## src/rtl/mux_arb.sv

```systemverilog
// Registered N-to-1 multiplexer with fixed-select and round-robin arbitration.
// One output register stage with a valid/ready handshake on both sides, at full throughput.
module mux_arb #(
    parameter int MUX_NUM_INPUTS   = 8,
    parameter int MUX_INPUTS_WIDTH = 32,
    parameter int MUX_NSEL         = $clog2(MUX_NUM_INPUTS)
) (
    input  logic                        clk_i,
    input  logic                        rst_i,
    input  logic                        clr_i,
    input  logic                        mode_i,
    input  logic [MUX_NSEL-1:0]         sel_i,
    input  logic [MUX_INPUTS_WIDTH-1:0] in_data_i [0:MUX_NUM_INPUTS-1],
    input  logic [MUX_NUM_INPUTS-1:0]   in_valid_i,
    output logic [MUX_NUM_INPUTS-1:0]   in_ready_o,
    output logic [MUX_INPUTS_WIDTH-1:0] out_data_o,
    output logic [MUX_NSEL-1:0]         out_src_o,
    output logic                        out_valid_o,
    input  logic                        out_ready_i
);

    localparam logic [MUX_NSEL-1:0] LAST_IDX = MUX_NSEL'(MUX_NUM_INPUTS - 1);

    logic [MUX_INPUTS_WIDTH-1:0] data_p1;
    logic [MUX_NSEL-1:0]         src_p1;
    logic                        vld_p1;
    logic [MUX_NSEL-1:0]         last_ptr;

    logic                        fix_hit;
    logic                        lo_hit;
    logic                        hi_hit;
    logic [MUX_NSEL-1:0]         lo_idx;
    logic [MUX_NSEL-1:0]         hi_idx;
    logic                        rr_hit;
    logic [MUX_NSEL-1:0]         rr_idx;
    logic                        grant_hit;
    logic [MUX_NSEL-1:0]         grant_idx;
    logic [MUX_INPUTS_WIDTH-1:0] grant_data;
    logic                        load;
    logic                        xfer;
    logic [MUX_NUM_INPUTS-1:0]   ready;

    // An out-of-range sel_i matches no channel, so it never produces a grant.
    always_comb begin
        fix_hit = 1'b0;
        for (int i = 0; i < MUX_NUM_INPUTS; i++) begin
            if (sel_i == MUX_NSEL'(i) && in_valid_i[i]) begin
                fix_hit = 1'b1;
            end
        end
    end

    // Round-robin: lowest valid index above last_ptr, otherwise wrap to the lowest valid index.
    always_comb begin
        lo_hit = 1'b0;
        lo_idx = '0;
        hi_hit = 1'b0;
        hi_idx = '0;
        for (int i = MUX_NUM_INPUTS - 1; i >= 0; i--) begin
            if (in_valid_i[i]) begin
                lo_hit = 1'b1;
                lo_idx = MUX_NSEL'(i);
                if (MUX_NSEL'(i) > last_ptr) begin
                    hi_hit = 1'b1;
                    hi_idx = MUX_NSEL'(i);
                end
            end
        end
    end

    assign rr_hit    = lo_hit;
    assign rr_idx    = hi_hit ? hi_idx : lo_idx;
    assign grant_hit = mode_i ? rr_hit : fix_hit;
    assign grant_idx = mode_i ? rr_idx : sel_i;

    assign load = !vld_p1 || out_ready_i;
    assign xfer = grant_hit && load && !clr_i && !rst_i;

    always_comb begin
        ready      = '0;
        grant_data = '0;
        for (int i = 0; i < MUX_NUM_INPUTS; i++) begin
            if (grant_idx == MUX_NSEL'(i)) begin
                ready[i]   = xfer;
                grant_data = in_data_i[i];
            end
        end
    end

    assign in_ready_o = ready;

    // Stage p1: output register; flush takes priority over a load.
    always_ff @(posedge clk_i or posedge rst_i) begin
        if (rst_i) begin
            vld_p1   <= 1'b0;
            data_p1  <= '0;
            src_p1   <= '0;
            last_ptr <= LAST_IDX;
        end else if (clr_i) begin
            vld_p1   <= 1'b0;
            last_ptr <= LAST_IDX;
        end else if (load) begin
            vld_p1 <= grant_hit;
            if (grant_hit) begin
                data_p1  <= grant_data;
                src_p1   <= grant_idx;
                last_ptr <= grant_idx;
            end
        end
    end

    assign out_data_o  = data_p1;
    assign out_src_o   = src_p1;
    assign out_valid_o = vld_p1;

endmodule

```

## config.mk

```make
export PLATFORM = sky130hd
export DESIGN_NAME = mux_arb
export DESIGN_NICKNAME = d
export VERILOG_FILES = /design/src/rtl/mux_arb.sv
export SDC_FILE = /design/constraint.sdc
export NUM_CORES = 1
export LEC_CHECK = 0
export ABC_CLOCK_PERIOD_IN_PS = 2600
export CORE_ASPECT_RATIO = 0.5
export CORE_MARGIN = 4
export CORE_UTILIZATION = 34
export DETAILED_ROUTE_END_ITERATION = 8
export HOLD_SLACK_MARGIN = 0.05
export PLACE_DENSITY_LB_ADDON = 0.15
export SLEW_MARGIN = 0
export SYNTH_ARGS = -nofsm -noshare
export SYNTH_HDL_FRONTEND = slang
export SYNTH_SLANG_ARGS = --single-unit
```

## constraint.sdc

```tcl
create_clock -name clk_i -period 2.6 [get_ports clk_i]
set_input_delay 0.26 -clock clk_i [delete_from_list [all_inputs] [get_ports clk_i]]
set_output_delay 0.26 -clock clk_i [all_outputs]
set_load 0.02 [all_outputs]
```

==> results_tabular.tex <==
\begin{tabular}{lr}
\hline
Metric & Value \\
\hline
\multicolumn{2}{l}{\textbf{Drt}} \\
Per-cell via count in the routed design & 5.32 \\
Via count & 5498 \\
Number of design-rule violations left by the first detailed-router iteration & 264 \\
Drt wl/cell & 18.7 µm \\
DRC violation count after routing & 0 \\
Remaining antenna violation count & 0 \\
Count of TritonRoute iterations in the first routing pass & 6 \\
Wire length after detailed routing & 19300 µm \\
\multicolumn{2}{l}{\textbf{Critical path}} \\
Type of destination of the critical path & output port \\
Highest fanout seen on the critical path & 5 \\
Crit path DAT & 2.32 ns \\
Origin of the worst setup path & in\_valid\_i[6] \\
Required time worst endpoint & 2.34 ns \\
Kind of critical path & in2out \\
Start of the worst register-to-register path & last\_ptr[1] \\
Startpoint class of the critical path & input port \\
\multicolumn{2}{l}{\textbf{CTS}} \\
CTS root buf & sky130\_fd\_sc\_hd\_\_clkbuf\_16 \\
Hold buffers post-CTS & 0 \\
Maximum root-to-sink buffer count & 2 \\
Total clock buffers created by CTS & 5 \\
Sinks on Clock Net & 39 \\
CTS tree & done \\
Insertion delay of the later-clocked pin in the worst-skew pair & 0.29 ns \\
Level count of the clock H-tree & 2 \\
Worst-path clk slew & 0.06 ns \\
\multicolumn{2}{l}{\textbf{Floorplan}} \\
Die width & 159 µm \\
Vertical die dimension & 83.6 µm \\
Number of primary I/O pins & 316 \\
Initial core utilization & 0.351 \\
Number of placement rows & 27 \\
Core Box Area & 11100 µm² \\
Die area & 13300 µm² \\
\multicolumn{2}{l}{\textbf{STA}} \\
Part of the cycle the worst path needs & 0.992 \\
Final number of max-transition violations & 0 \\
Relative slew slack & 0.629 \\
Min setup slack post-route & 0.0207 ns \\
Fmax achieved & 0.388 GHz \\
Pin slew with the least headroom to its limit & 0.556 ns \\
Unrepaired setup endpoints after global routing & true \\
Shortest clock period the worst path allows after layout & 2.58 ns \\
Post-Route Skew & roughly 0.0086 ns \\
Final Hold Violating Endpoints & 0 \\
\# setup viols final & 0 \\
\multicolumn{2}{l}{\textbf{Synth}} \\
Sequential cell area fraction in the yosys report & 0.252 \\
Mean Syn Cell Area & 7.12 µm² \\
Post-synthesis net count & 818 \\
EDFF count, synth & 0 \\
Post-Synthesis Cell Area & 3890 µm² \\
Synth Instances & 546 \\
Area leader, netlist & sky130\_fd\_sc\_hd\_\_dfrtp\_1 \\
Proportion of synthesized flip-flops having asynchronous set or reset & 1.00 \\
Area share of the largest cell type after synthesis & 0.232 \\
Ranking of synthesized cells by area & sky130\_fd\_sc\_hd\_\_dfrtp\_1, sky130\_fd\_sc\_hd\_\_nand2\_1, sky130\_fd\_sc\_hd\_\_nor2\_1, sky130\_fd\_sc\_hd\_\_mux2i\_1, sky130\_fd\_sc\_hd\_\_a32oi\_1 \\
Prevailing post-synth register cell & sky130\_fd\_sc\_hd\_\_dfrtp\_1 \\
Post-synthesis register bit count & 39 \\
Number of distinct library cells after synthesis & 56 \\
Number of warnings reported in the yosys synthesis log & 0 \\
\multicolumn{2}{l}{\textbf{Finish}} \\
Antenna diode count & 0 \\
Most frequent cells in the layout & sky130\_fd\_sc\_hd\_\_clkdlybuf4s50\_1, sky130\_fd\_sc\_hd\_\_nand2\_1, sky130\_fd\_sc\_hd\_\_nor2\_1, sky130\_fd\_sc\_hd\_\_buf\_4, sky130\_fd\_sc\_hd\_\_dfrtp\_1 \\
Area overhead of the layout relative to synthesis & 106\% \\
Storage element area & 980 µm² \\
Commonest non-fill, non-tap cell in the layout & sky130\_fd\_sc\_hd\_\_clkdlybuf4s50\_1 \\
Fraction of final layout cells with drive strength greater than 1 & 0.148 \\
Net count reported at finish & 1159 \\
Finished Cell Area & 8000 µm² \\
Utilization after layout & 0.722 \\
Area of the multi-input gates & 2880 µm² \\
Fill count & 889 \\
\multicolumn{2}{l}{\textbf{Min path}} \\
Worst min-delay path startpoint & out\_data\_o[27] \\
Classification of the worst-slack hold path & reg2reg \\
\multicolumn{2}{l}{\textbf{Flow run}} \\
Max\_cap viols & 0 \\
\multicolumn{2}{l}{\textbf{Pwr}} \\
LEAKAGE & around 3.2 nW \\
Overall power & 3.90 mW \\
Worst ir drop on vdd & approximately 0.27 mV \\
Power density over cell area & 487 nW/µm² \\
\multicolumn{2}{l}{\textbf{Placed design}} \\
Minimum setup slack after placement & -0.552 ns \\
Total of buffers placed on input and output ports & 315 \\
Area after detailed placement & 7520 µm² \\
Half-perimeter wire length after detailed placement & 14900 µm \\
Routability congestion estimate from global placement & 0.894 \\
\multicolumn{2}{l}{\textbf{Global route}} \\
Remaining Overflow, GRT & 0 \\
GRT Util Overall & 0.268 \\
Initial antenna violation count & 0 \\
Wire length of the first global-routing pass & 29300 µm \\
Number of global-route vias before repair & $\sim$5600 \\
Pin count of the biggest net entering global routing & 40 \\
\multicolumn{2}{l}{\textbf{Run status}} \\
Result of the run & finished clean \\
\hline
\end{tabular}
cells by family after synthesis:
family,after synthesis,synth area share
simple gates,247,0.265
flops,39,0.252
buf+inv,52,0.0663
mux,30,0.0846
compound gates,178,0.332
worst max-delay path, stage by stage:
cell and delay, ns:
sky130_fd_sc_hd__clkdlybuf4s50_1 0.43, sky130_fd_sc_hd__nand2b_4 0.17, sky130_fd_sc_hd__a2111oi_4 0.34, sky130_fd_sc_hd__o211ai_1 0.18
sky130_fd_sc_hd__or2_4 0.31, sky130_fd_sc_hd__a21oi_4 0.20, sky130_fd_sc_hd__buf_4 0.20, sky130_fd_sc_hd__nor3_1 0.06
sky130_fd_sc_hd__buf_2 0.16
final timing paths:
check / slack [ns] / cells after the start / to
setup / recovery: 0.02 / 9 / in_ready_o[4]
setup reg to reg: 0.07 / 11 / out_data_o[31]
min in group asynchronous: 0.57 / 3 / out_data_o[1]
hold / removal: 0.48 / 2 / out_data_o[27]
hold reg to reg: 0.48 / 2 / out_data_o[27]
max in group asynchronous: 1.63 / 3 / out_data_o[18]
stage by stage:
step | setup TNS [ns] | hold WS [ns] | instances
floorplan | -0.0678 | 0.362 | 546
global placement | -12.25 | 0.463 | 1017
detailed placement | -14.38 | 0.471 | 1017
CTS | -0.504 | 0.486 | 1025
global route | -0.642 | 0.509 | 1033
finish | 0 | 0.483 | 1033
cells in the mapped netlist (4+ instances only):
| cell type | count |
|---|---|
| sky130_fd_sc_hd__buf_2 | 27 |
| sky130_fd_sc_hd__o221ai_1 | 22 |
| sky130_fd_sc_hd__mux2i_1 | 28 |
| sky130_fd_sc_hd__nand2b_1 | 7 |
| sky130_fd_sc_hd__inv_1 | 6 |
| sky130_fd_sc_hd__nor3_1 | 4 |
| sky130_fd_sc_hd__a221oi_1 | 5 |
| sky130_fd_sc_hd__a211oi_1 | 5 |
| sky130_fd_sc_hd__o21ai_1 | 33 |
| sky130_fd_sc_hd__nor4_1 | 6 |
| sky130_fd_sc_hd__nand2_1 | 113 |
| sky130_fd_sc_hd__and3_1 | 8 |
| sky130_fd_sc_hd__o22a_1 | 6 |
| sky130_fd_sc_hd__nor2_1 | 96 |
| sky130_fd_sc_hd__dfrtp_1 | 36 |
| sky130_fd_sc_hd__a31oi_1 | 13 |
| sky130_fd_sc_hd__o21ai_0 | 26 |
| sky130_fd_sc_hd__a32oi_1 | 26 |
| sky130_fd_sc_hd__buf_4 | 5 |
| sky130_fd_sc_hd__a21oi_1 | 10 |
| sky130_fd_sc_hd__clkbuf_1 | 10 |
| sky130_fd_sc_hd__a32o_1 | 6 |
sequential cells by signal, summed over array words and instances, names as in the netlist:
name	count
last_ptr	3
out_valid_o	1
out_src_o	3
out_data_o	32
metal layers:
layer	share of wire	up-vias	GRT usage
met3	0.074	32	0.0641
met4	0.027	0	0.0732
met5	0	-	0
met2	0.48	228	0.472
met1	0.42	2548	0.330
li1	-	2690	-
power breakdown:
part           internal (mW)  total, mW  switching, mW
clock network          0.354      0.627          0.273
logic                   1.23       2.39           1.16
registers              0.782      0.876         0.0947
total                   2.37       3.90           1.53
area by class of cell:
type / instances / area share
repair buffers: 380 / 0.473
inverters: 6 / 0.00282
flip-flops and latches: 39 / 0.123
clock buffers: 5 / 0.0156
well taps: 145 / 0.0227
clock inverters: 3 / 0.00250
multi-input cells: 455 / 0.361
timing repair:
action / CTS / global route
pin swaps: 3 / 17
setup endpoints to repair: 35 / 40
cloned: 0 / 2
setup buffers: 0 / 6
resized for setup: 47 / 66
No activity file was read; power rests on OpenSTA's default activity.
